--- config.mk ---
export PLATFORM = sky130hd
export DESIGN_NAME = i2c_txn_arbiter_flat
export DESIGN_NICKNAME = d
export VERILOG_FILES = /design/src/rtl/i2c_txn_arbiter_if.sv /design/src/rtl/i2c_txn_arbiter.sv /design/src/flat_wrapper.sv
export SDC_FILE = /design/constraint.sdc
export NUM_CORES = 1
export LEC_CHECK = 0
export CAP_MARGIN = 20
export CORE_MARGIN = 2
export CORE_UTILIZATION = 40
export DETAILED_ROUTE_END_ITERATION = 8
export PLACE_DENSITY = 0.85
export SLEW_MARGIN = 20
export SYNTH_ARGS = -nofsm -noshare
export SYNTH_HDL_FRONTEND = slang
export SYNTH_SLANG_ARGS = --single-unit
--- constraint.sdc ---
create_clock -name clk -period 5 [get_ports clk]
set_input_delay 1.5 -clock clk [delete_from_list [all_inputs] [get_ports clk]]
set_output_delay 1.5 -clock clk [all_outputs]
set_load 0.02 [all_outputs]
--- src/rtl/i2c_txn_arbiter_if.sv ---
`default_nettype none
// i2c_txn_arbiter_if: requester-side and I2C-master-side signals of the transaction arbiter.
// Rev 1.0
interface i2c_txn_arbiter_if #(
  parameter int NUM_REQ = 4
);
  logic [NUM_REQ-1:0]   i_req;
  logic [NUM_REQ*7-1:0] i_Slave_Add;
  logic [NUM_REQ-1:0]   i_RW;
  logic [NUM_REQ*8-1:0] i_DATA;
  logic [NUM_REQ-1:0]   o_gnt;
  logic [NUM_REQ-1:0]   o_done;
  logic                 o_err;
  logic [7:0]           o_RD_DATA;
  logic                 o_m_start;
  logic [6:0]           o_m_Slave_Add;
  logic                 o_m_RW;
  logic [7:0]           o_m_DATA;
  logic                 i_m_busy;
  logic                 i_m_done;
  logic                 i_m_nack;
  logic [7:0]           i_m_RD_DATA;

  // master = the arbiter itself; slave = the surrounding requesters and I2C master
  modport master (
    input  i_req, i_Slave_Add, i_RW, i_DATA, i_m_busy, i_m_done, i_m_nack, i_m_RD_DATA,
    output o_gnt, o_done, o_err, o_RD_DATA, o_m_start, o_m_Slave_Add, o_m_RW, o_m_DATA
  );
  modport slave (
    output i_req, i_Slave_Add, i_RW, i_DATA, i_m_busy, i_m_done, i_m_nack, i_m_RD_DATA,
    input  o_gnt, o_done, o_err, o_RD_DATA, o_m_start, o_m_Slave_Add, o_m_RW, o_m_DATA
  );
endinterface
`default_nettype wire

--- src/rtl/i2c_txn_arbiter.sv ---
`default_nettype none
// i2c_txn_arbiter: round-robin sharing of one single-byte I2C master among NUM_REQ requesters.
// Rev 1.0 -- optional WAIT watchdog enabled by defining I2C_ARB_TIMEOUT_EN.
module i2c_txn_arbiter #(
  parameter int NUM_REQ        = 4,
  parameter int TIMEOUT_CYCLES = 1024
) (
  input logic                clk,
  input logic                rst_n,
  i2c_txn_arbiter_if.master  bus
);
  localparam int IDX_W = $clog2(NUM_REQ);

  typedef enum logic [1:0] {
    IDLE  = 2'd0,
    ISSUE = 2'd1,
    WAIT  = 2'd2,
    RESP  = 2'd3
  } state_t;

  state_t             state, state_nxt;
  logic [IDX_W-1:0]   last, win, pick_idx, cand;
  logic               pick_ok;
  logic               wd_expired;
  logic [NUM_REQ-1:0] win_oh;
  logic [6:0]         sel_addr, m_addr;
  logic               sel_rw, m_rw;
  logic [7:0]         sel_data, m_data;
  logic               err;
  logic [7:0]         rd_data;

  // Round-robin search starting just above the previous winner
  always_comb begin
    pick_ok  = 1'b0;
    pick_idx = '0;
    cand     = '0;
    for (int i = 1; i <= NUM_REQ; i++) begin
      cand = IDX_W'((int'(last) + i) % NUM_REQ);
      if (!pick_ok && bus.i_req[cand]) begin
        pick_ok  = 1'b1;
        pick_idx = cand;
      end
    end
  end

  always_comb begin
    sel_addr = '0;
    sel_rw   = 1'b0;
    sel_data = '0;
    for (int k = 0; k < NUM_REQ; k++) begin
      if (pick_idx == IDX_W'(k)) begin
        sel_addr = bus.i_Slave_Add[7*k +: 7];
        sel_rw   = bus.i_RW[k];
        sel_data = bus.i_DATA[8*k +: 8];
      end
    end
  end

`ifdef I2C_ARB_TIMEOUT_EN
  localparam int CNT_W = (TIMEOUT_CYCLES > 2) ? $clog2(TIMEOUT_CYCLES) : 1;
  logic [CNT_W-1:0] wd_cnt;

  // Counter sits at zero outside WAIT, so it is zero on every WAIT entry
  always_ff @(posedge clk or negedge rst_n) begin
    if (!rst_n) begin
      wd_cnt <= '0;
    end else if (state == WAIT) begin
      wd_cnt <= wd_cnt + 1'b1;
    end else begin
      wd_cnt <= '0;
    end
  end

  assign wd_expired = (state == WAIT) && (wd_cnt == CNT_W'(TIMEOUT_CYCLES - 1));
`else
  assign wd_expired = 1'b0;
`endif

  always_ff @(posedge clk or negedge rst_n) begin
    if (!rst_n) begin
      state <= IDLE;
    end else begin
      state <= state_nxt;
    end
  end

  always_comb begin
    state_nxt = state;
    case (state)
      IDLE:    if (pick_ok && !bus.i_m_busy) state_nxt = ISSUE;
      ISSUE:   state_nxt = WAIT;
      WAIT:    if (bus.i_m_done || wd_expired) state_nxt = RESP;
      RESP:    state_nxt = IDLE;
      default: state_nxt = IDLE;
    endcase
  end

  always_ff @(posedge clk or negedge rst_n) begin
    if (!rst_n) begin
      last    <= IDX_W'(NUM_REQ - 1);
      win     <= '0;
      m_addr  <= '0;
      m_rw    <= 1'b0;
      m_data  <= '0;
      err     <= 1'b0;
      rd_data <= '0;
    end else begin
      case (state)
        IDLE: begin
          if (state_nxt == ISSUE) begin
            win    <= pick_idx;
            m_addr <= sel_addr;
            m_rw   <= sel_rw;
            m_data <= sel_data;
          end
        end
        WAIT: begin
          // A genuine completion wins over a watchdog expiry in the same cycle
          if (bus.i_m_done) begin
            err     <= bus.i_m_nack;
            rd_data <= m_rw ? bus.i_m_RD_DATA : 8'h00;
          end else if (wd_expired) begin
            err     <= 1'b1;
            rd_data <= 8'h00;
          end
        end
        RESP:    last <= win;
        default: ;
      endcase
    end
  end

  assign win_oh            = NUM_REQ'(1) << win;
  assign bus.o_gnt         = (state == ISSUE || state == WAIT) ? win_oh : '0;
  assign bus.o_done        = (state == RESP) ? win_oh : '0;
  assign bus.o_err         = err;
  assign bus.o_RD_DATA     = rd_data;
  assign bus.o_m_start     = (state == ISSUE);
  assign bus.o_m_Slave_Add = m_addr;
  assign bus.o_m_RW        = m_rw;
  assign bus.o_m_DATA      = m_data;
endmodule
`default_nettype wire

--- src/flat_wrapper.sv ---
// flat-port wrapper written by rule: the top's interface ports become plain ports
module i2c_txn_arbiter_flat 
#(
  parameter int NUM_REQ        = 4,
  parameter int TIMEOUT_CYCLES = 1024
)
  (clk, rst_n, bus_i_req, bus_i_Slave_Add, bus_i_RW, bus_i_DATA, bus_i_m_busy, bus_i_m_done, bus_i_m_nack, bus_i_m_RD_DATA, bus_o_gnt, bus_o_done, bus_o_err, bus_o_RD_DATA, bus_o_m_start, bus_o_m_Slave_Add, bus_o_m_RW, bus_o_m_DATA);
  i2c_txn_arbiter_if #(.NUM_REQ(NUM_REQ)) bus_i ();
  input logic clk;
  input logic rst_n;
  input wire logic [$bits(bus_i.i_req)-1:0] bus_i_req;
  input wire logic [$bits(bus_i.i_Slave_Add)-1:0] bus_i_Slave_Add;
  input wire logic [$bits(bus_i.i_RW)-1:0] bus_i_RW;
  input wire logic [$bits(bus_i.i_DATA)-1:0] bus_i_DATA;
  input wire logic [$bits(bus_i.i_m_busy)-1:0] bus_i_m_busy;
  input wire logic [$bits(bus_i.i_m_done)-1:0] bus_i_m_done;
  input wire logic [$bits(bus_i.i_m_nack)-1:0] bus_i_m_nack;
  input wire logic [$bits(bus_i.i_m_RD_DATA)-1:0] bus_i_m_RD_DATA;
  output wire logic [$bits(bus_i.o_gnt)-1:0] bus_o_gnt;
  output wire logic [$bits(bus_i.o_done)-1:0] bus_o_done;
  output wire logic [$bits(bus_i.o_err)-1:0] bus_o_err;
  output wire logic [$bits(bus_i.o_RD_DATA)-1:0] bus_o_RD_DATA;
  output wire logic [$bits(bus_i.o_m_start)-1:0] bus_o_m_start;
  output wire logic [$bits(bus_i.o_m_Slave_Add)-1:0] bus_o_m_Slave_Add;
  output wire logic [$bits(bus_i.o_m_RW)-1:0] bus_o_m_RW;
  output wire logic [$bits(bus_i.o_m_DATA)-1:0] bus_o_m_DATA;
  assign bus_i.i_req = bus_i_req;
  assign bus_i.i_Slave_Add = bus_i_Slave_Add;
  assign bus_i.i_RW = bus_i_RW;
  assign bus_i.i_DATA = bus_i_DATA;
  assign bus_i.i_m_busy = bus_i_m_busy;
  assign bus_i.i_m_done = bus_i_m_done;
  assign bus_i.i_m_nack = bus_i_m_nack;
  assign bus_i.i_m_RD_DATA = bus_i_m_RD_DATA;
  assign bus_o_gnt = bus_i.o_gnt;
  assign bus_o_done = bus_i.o_done;
  assign bus_o_err = bus_i.o_err;
  assign bus_o_RD_DATA = bus_i.o_RD_DATA;
  assign bus_o_m_start = bus_i.o_m_start;
  assign bus_o_m_Slave_Add = bus_i.o_m_Slave_Add;
  assign bus_o_m_RW = bus_i.o_m_RW;
  assign bus_o_m_DATA = bus_i.o_m_DATA;
  i2c_txn_arbiter #(.NUM_REQ(NUM_REQ), .TIMEOUT_CYCLES(TIMEOUT_CYCLES)) u_core (.clk(clk), .rst_n(rst_n), .bus(bus_i));
endmodule
==> results of run 1 <==
==> layout make-up <==
cell class | instances | area [sq um]
Multi-Input combinational cell | 157 | 1050
Sequential cell | 31 | 778.2
Fill cell | 380 | 1473
Inverter | 3 | 11.26
Clock buffer | 6 | 82.58
Tap cell | 54 | 67.56
Timing Repair Buffer | 117 | 1164
Clock inverter | 2 | 35.03
==> cells in the mapped netlist (3+ instances only) <==
| cell | instances |
|---|---|
| o221a_2 | 3 |
| dfrtp_1 | 29 |
| nand2b_1 | 3 |
| mux2i_1 | 16 |
| and3b_1 | 4 |
| o21ai_0 | 11 |
| buf_2 | 8 |
| nor2_1 | 27 |
| o21ai_1 | 8 |
| a22o_1 | 11 |
| and2_1 | 5 |
| ha_1 | 4 |
| inv_1 | 3 |
| clkbuf_1 | 4 |
| a21oi_1 | 3 |
| nand2_1 | 28 |
| o221a_1 | 9 |
| o221ai_1 | 5 |
==> stage by stage <==
step	area [sq um]	instances	hold slack (ns)
global placement	3070	362	0.4633
finish	3188	370	0.4813
CTS	3188	370	0.4861
global route	3188	370	0.5073
detailed placement	3070	362	0.4694
floorplan	1909	205	0.5197
==> cells by family (layout without fill, tap and decap cells) <==
logic type | count (synthesis) | in the layout | synth area share (%)
AND/OR/NAND/NOR | 79 | 79 | 20.12
AO/OA/AOI/OAI | 56 | 56 | 22.67
flip-flops | 31 | 31 | 40.76
multiplexers | 18 | 18 | 9.567
buffers and inverters | 17 | 128 | 4.259
adder cells (fa/ha/maj) | 4 | 4 | 2.621
==> per-layer routing <==
layer	share of wire, %	track usage [%]	up-vias
li1	-	-	962
met3	6.7	4.420	4
met5	0	0	-
met2	49	33.73	71
met4	0.94	6.173	0
met1	43	29.33	947
==> power by group through the flow <==
stage          Combinational, mW  Sequential, mW  Clock, mW
6_report                   0.928           0.464      0.256
5_1_grt                     1.01           0.480      0.273
2_1_floorplan              0.502           0.528          0
3_3_place_gp               0.918           0.464          0
3_5_place_dp               0.940           0.466          0
4_1_cts                    0.938           0.464      0.261
==> worst reg2reg max path, delay by kind of cell (launching register included) <==
| family | cells | cell delay, ns |
|---|---|---|
| buffers and inverters | 1 | 0.11 |
| and+or+nand+nor | 1 | 0.20 |
| DFF | 1 | 0.44 |
| adders and majority gates | 1 | 0.36 |
| AOI/OAI and AO/OA | 3 | 1.05 |
==> worst min-delay path by stage <==
stage	from	end	slack (ns)
floorplan	u_core.last[0]	u_core.last[0]	0.52
global placement	u_core.bus.o_RD_DATA[5]	u_core.bus.o_RD_DATA[5]	0.46
detailed placement	u_core.bus.o_RD_DATA[4]	u_core.bus.o_RD_DATA[4]	0.47
CTS	u_core.bus.o_RD_DATA[4]	u_core.bus.o_RD_DATA[4]	0.49
global route	u_core.bus.o_RD_DATA[0]	u_core.bus.o_RD_DATA[0]	0.51
finish	u_core.bus.o_RD_DATA[4]	u_core.bus.o_RD_DATA[4]	0.48
==> state kept, by name (all words and copies together) (netlist names) <==
signal                    flops
u_core.bus.o_err              1
u_core.bus.o_m_DATA           8
u_core.bus.o_m_RW             1
u_core.last                   2
u_core.state                  2
u_core.win                    2
u_core.bus.o_RD_DATA          8
u_core.bus.o_m_Slave_Add      7
==> impl_metrics.ini, run 1 <==
[synth]
yosysTopAreaCell = dfrtp_1
synth_edf_count = 0
synth_nets = 290
syn_inst = 205
ys_seq_elements = 31
yosys-top-cells-area = dfrtp_1 38%, mux2i_1 8.4%, nand2_1 5.5%
ys_types = 35
synthArstFlopShare_pct = 100.0
ys.flop_type = dfrtp_1
syn_avg_cell_area_sq_um = 9.314
yosysTopAreaCellShare_pct = 38.01
yosysWarnings = 0
ys_seq_area_share_pct = 40.76
syn-cell-area_sq_mm = 0.001909

[timing]
finalCritPeriodShare_pct = 70.42
skew_ns = 0.005404
period_minus_slack_ns = 3.521
rsz0062_at_grt = false
max_slew.worst_pin.slew_ns = 0.8697
fin_setup_tns_ns = 0
max_freq_mhz = 284.0
slew_viol_final = 0
relSlewSlack_pct = 41.76
setup_ws_ns = 1.479
hold_violations = 0
setup_viol = 0

[power_and_ir_drop]
max-vdd-ir-drop_mv = 0.2507
clkPwrFrac_pct = 15.5
p_leak_nw = 1.336
p_comb_share_pct = 56.3
p_sw_uw = 651.1
seqPwrFrac_pct = 28.1
finalPower_mw = 1.647
swShare_pct = 39.52
p_per_area_mw_per_mm2 = 516.7
p_int_uw = 996.3

[die]
ioPinCount = 115
dieArea_sq_mm = 0.005342
rows = 25
die_x_microns = 73.09
initial_core_util_pct = 40.97
fp.coreArea_sq_mm = 0.004661
die-height_microns = 73.09

[routing]
routedWlPerCell_microns = 15.26
firstDrtPassIters = 4
routed_wl_mm = 5.647
antenna_left = 0
post_drt_via_cell_ratio = 5.362
vias = 1984
drc = 0
initialDrtViolationCount = 96

[global_routing]
grt_pass1_wl_mm = 8.818
grt_pass1_vias = 1898
grt-ovfl-total = 0
track_usage_pct = 21.29
antenna_found_initial = 0
grt_max_degree = 32

[cts]
postCtsSetupBuffers = 0
htree_levels = 2
clockBufferDepth = 2
cts_buffers = 5
clk_latency_ns = 0.28
cts_resized = 0
clock_tree.root_cell = clkbuf_8
holdBufCountCts = 0
clk_pin_slew_ns = 0.07
cts.sink_count = 31
tritoncts = built

[worst_setup_path]
worstSetupPathType = register to output pin
worstRegToRegCells = 6
required_ns = 3.50
r2r_end = u_core.bus.o_m_Slave_Add[0]
crit_slowest_cell = clkdlybuf4s50_1
cp_num_buf_inv = 2
worstSetupStartpoint = u_core.state[0]
cp.arrival_ns = 2.02
critPathCapture = bus_o_gnt[0]
cp.depth = 4
r2r_slack_ns = 2.77
cpPeakStageDelay_ns = 0.63
cp_top_family = buffers and inverters
r2r-start = u_core.state[0]
crit_fanout = 6
cp_cell_sequence = inv_1 > ha_1 > nor3b_1 > clkdlybuf4s50_1
startpoint_type = register
endpoint_kind = output pin

[finish]
area_delta_synth_final_pct = 66.97
layout.cells.most_common = clkdlybuf4s50_1
diodes = 0
num-nets-final = 400
layout-drive-gt1-share_pct = 6.646
final_cell_mix = 114 x clkdlybuf4s50_1, 29 x dfrtp_1, 28 x nand2_1, 27 x nor2_1, 16 x mux2i_1
post-route-util_pct = 68.40

[min_path]
whs_path_depth = 2
hold_path_class = register to register

[placement]
pre_cts_ws_ns = 1.296
hpwl_mm = 4.324
io_buffers = 114
gp_congestion = 0.8076

[run_status]
status = finished clean

[run]
maxCapViolations = 0
Note: power is estimated with default switching activity, not from simulation.
==> run 2, diff against run 1 <==
CORE_UTILIZATION = 34   (was 40)
PLACE_DENSITY = 0.77   (was 0.85)
clock period = 3.2 ns   (was 5 ns; I/O delays follow)
==> impl_metrics.ini, run 2 (same netlist as run 1, synthesis figures left out) <==
[run_status]
status = finished clean

[timing]
finalCritPeriodShare_pct = 94.90
skew_ns = 0.005915
rsz0062_at_grt = false
setup_ws_ns = 0.1631
whs_ns = 0.4790
setup_viol = 0
max_slew.worst_pin.slew_ns = 0.8679
slew_viol_final = 0
period_minus_slack_ns = 3.037
hold_violations = 0
relSlewSlack_pct = 41.89
fin_setup_tns_ns = 0
max_freq_mhz = 329.3

[placement]
placed_cells = 382
io_buffers = 114
placed_area_sq_mm = 0.003133
pre_cts_ws_ns = 0.1910
hpwl_mm = 4.305
gp_congestion = 0.9017

[cts]
cts_buffers = 5
holdBufCountCts = 0
tritoncts = built
postCtsSetupBuffers = 0
cts_resized = 0
clk_latency_ns = 0.28
cts.sink_count = 31
htree_levels = 2
clock_tree.root_cell = clkbuf_8
clk_pin_slew_ns = 0.07
clockBufferDepth = 2

[die]
initial_core_util_pct = 34.89
fp.coreArea_sq_mm = 0.005473
rows = 27
die_x_microns = 78.94
ioPinCount = 115
die-height_microns = 78.94
dieArea_sq_mm = 0.006231

[worst_setup_path]
cp_num_buf_inv = 2
crit_slowest_cell = clkdlybuf4s50_1
r2r_slack_ns = 1.00
crit_fanout = 6
cp_cell_sequence = inv_1 > ha_1 > nor3b_1 > clkdlybuf4s50_1
worstRegToRegCells = 6
r2r_end = u_core.bus.o_m_DATA[7]
required_ns = 2.24
startpoint_type = register
cp.arrival_ns = 2.08
worstSetupStartpoint = u_core.state[0]
cp_top_family = buffers and inverters
endpoint_kind = output pin
worstSetupPathType = register to output pin
cpPeakStageDelay_ns = 0.63
r2r-start = u_core.state[0]

[finish]
num-nets-final = 402
layout.cells.most_common = clkdlybuf4s50_1
layout-drive-gt1-share_pct = 6.604
final_cell_mix = 114 x clkdlybuf4s50_1, 29 x dfrtp_1, 28 x nand2_1, 27 x nor2_1, 16 x mux2i_1
post-route-util_pct = 58.73
area_delta_synth_final_pct = 68.35
diodes = 0
stdcell_count = 390
fin_area_sq_mm = 0.003214
fillers = 490

[routing]
firstDrtPassIters = 4
drc = 0
antenna_left = 0
routed_wl_mm = 5.850
post_drt_via_cell_ratio = 5.000
routedWlPerCell_microns = 15.00
vias = 1950
initialDrtViolationCount = 79

[power_and_ir_drop]
finalPower_mw = 2.523
p_per_area_mw_per_mm2 = 785.0
p_leak_nw = 1.336
max-vdd-ir-drop_mv = 0.3633

[min_path]
holdPathEnd = u_core.bus.o_RD_DATA[1]
whs_path_depth = 2
hp-start = u_core.bus.o_RD_DATA[1]
hold_path_class = register to register

[global_routing]
grt_pass1_vias = 1863
grt_pass1_wl_mm = 9.197
grt-ovfl-total = 0
antenna_found_initial = 0
track_usage_pct = 18.71
grt_max_degree = 32

[run]
maxCapViolations = 0
-- run 2: tightest hold or removal path: cells and delay by family (launching register included) --
kind | cells | cell delay (ns)
AND/OR/NAND/NOR | 1 | 0.04
flip-flops | 1 | 0.34
AO/OA/AOI/OAI | 1 | 0.06
-- run 2: cell type report --
class | instances | area (sq um) | area share, %
timing repair buffer | 119 | 1204 | 37.45
multi-input combinational | 157 | 1050 | 32.66
sequential | 31 | 778.2 | 24.21
tap | 72 | 90.09 | 2.803
clock buffer | 7 | 76.32 | 2.374
inverter | 3 | 11.26 | 0.3503
clock inverter | 1 | 5.005 | 0.1557
-- run 2: power by group --
group          leakage (nW)  internal [mW]  total, mW  switching [mW]
clock network        0.0422          0.152      0.294           0.142
registers             0.386          0.573      0.727           0.153
logic                 0.908          0.761       1.50           0.741
-- run 2: metal layers --
layer	vias to the layer above	GRT usage (%)	part of all wire (%)
met5	-	0	0
met4	0	4.655	0.39
met3	2	4.773	6.3
met2	71	30.34	48
met1	911	25.05	45
li1	966	-	-
-- run 2: how the worst max path moves through the flow --
| stage | endpoint | depth (start not counted) | slack, ns |
|---|---|---|---|
| floorplan | bus_o_gnt[0] | 3 | 0.88 |
| global placement | u_core.bus.o_m_DATA[6] | 6 | 0.27 |
| detailed placement | u_core.bus.o_m_DATA[7] | 6 | 0.19 |
| CTS | bus_o_gnt[0] | 4 | 0.17 |
| global route | bus_o_gnt[0] | 4 | 0.07 |
| finish | bus_o_gnt[0] | 4 | 0.16 |
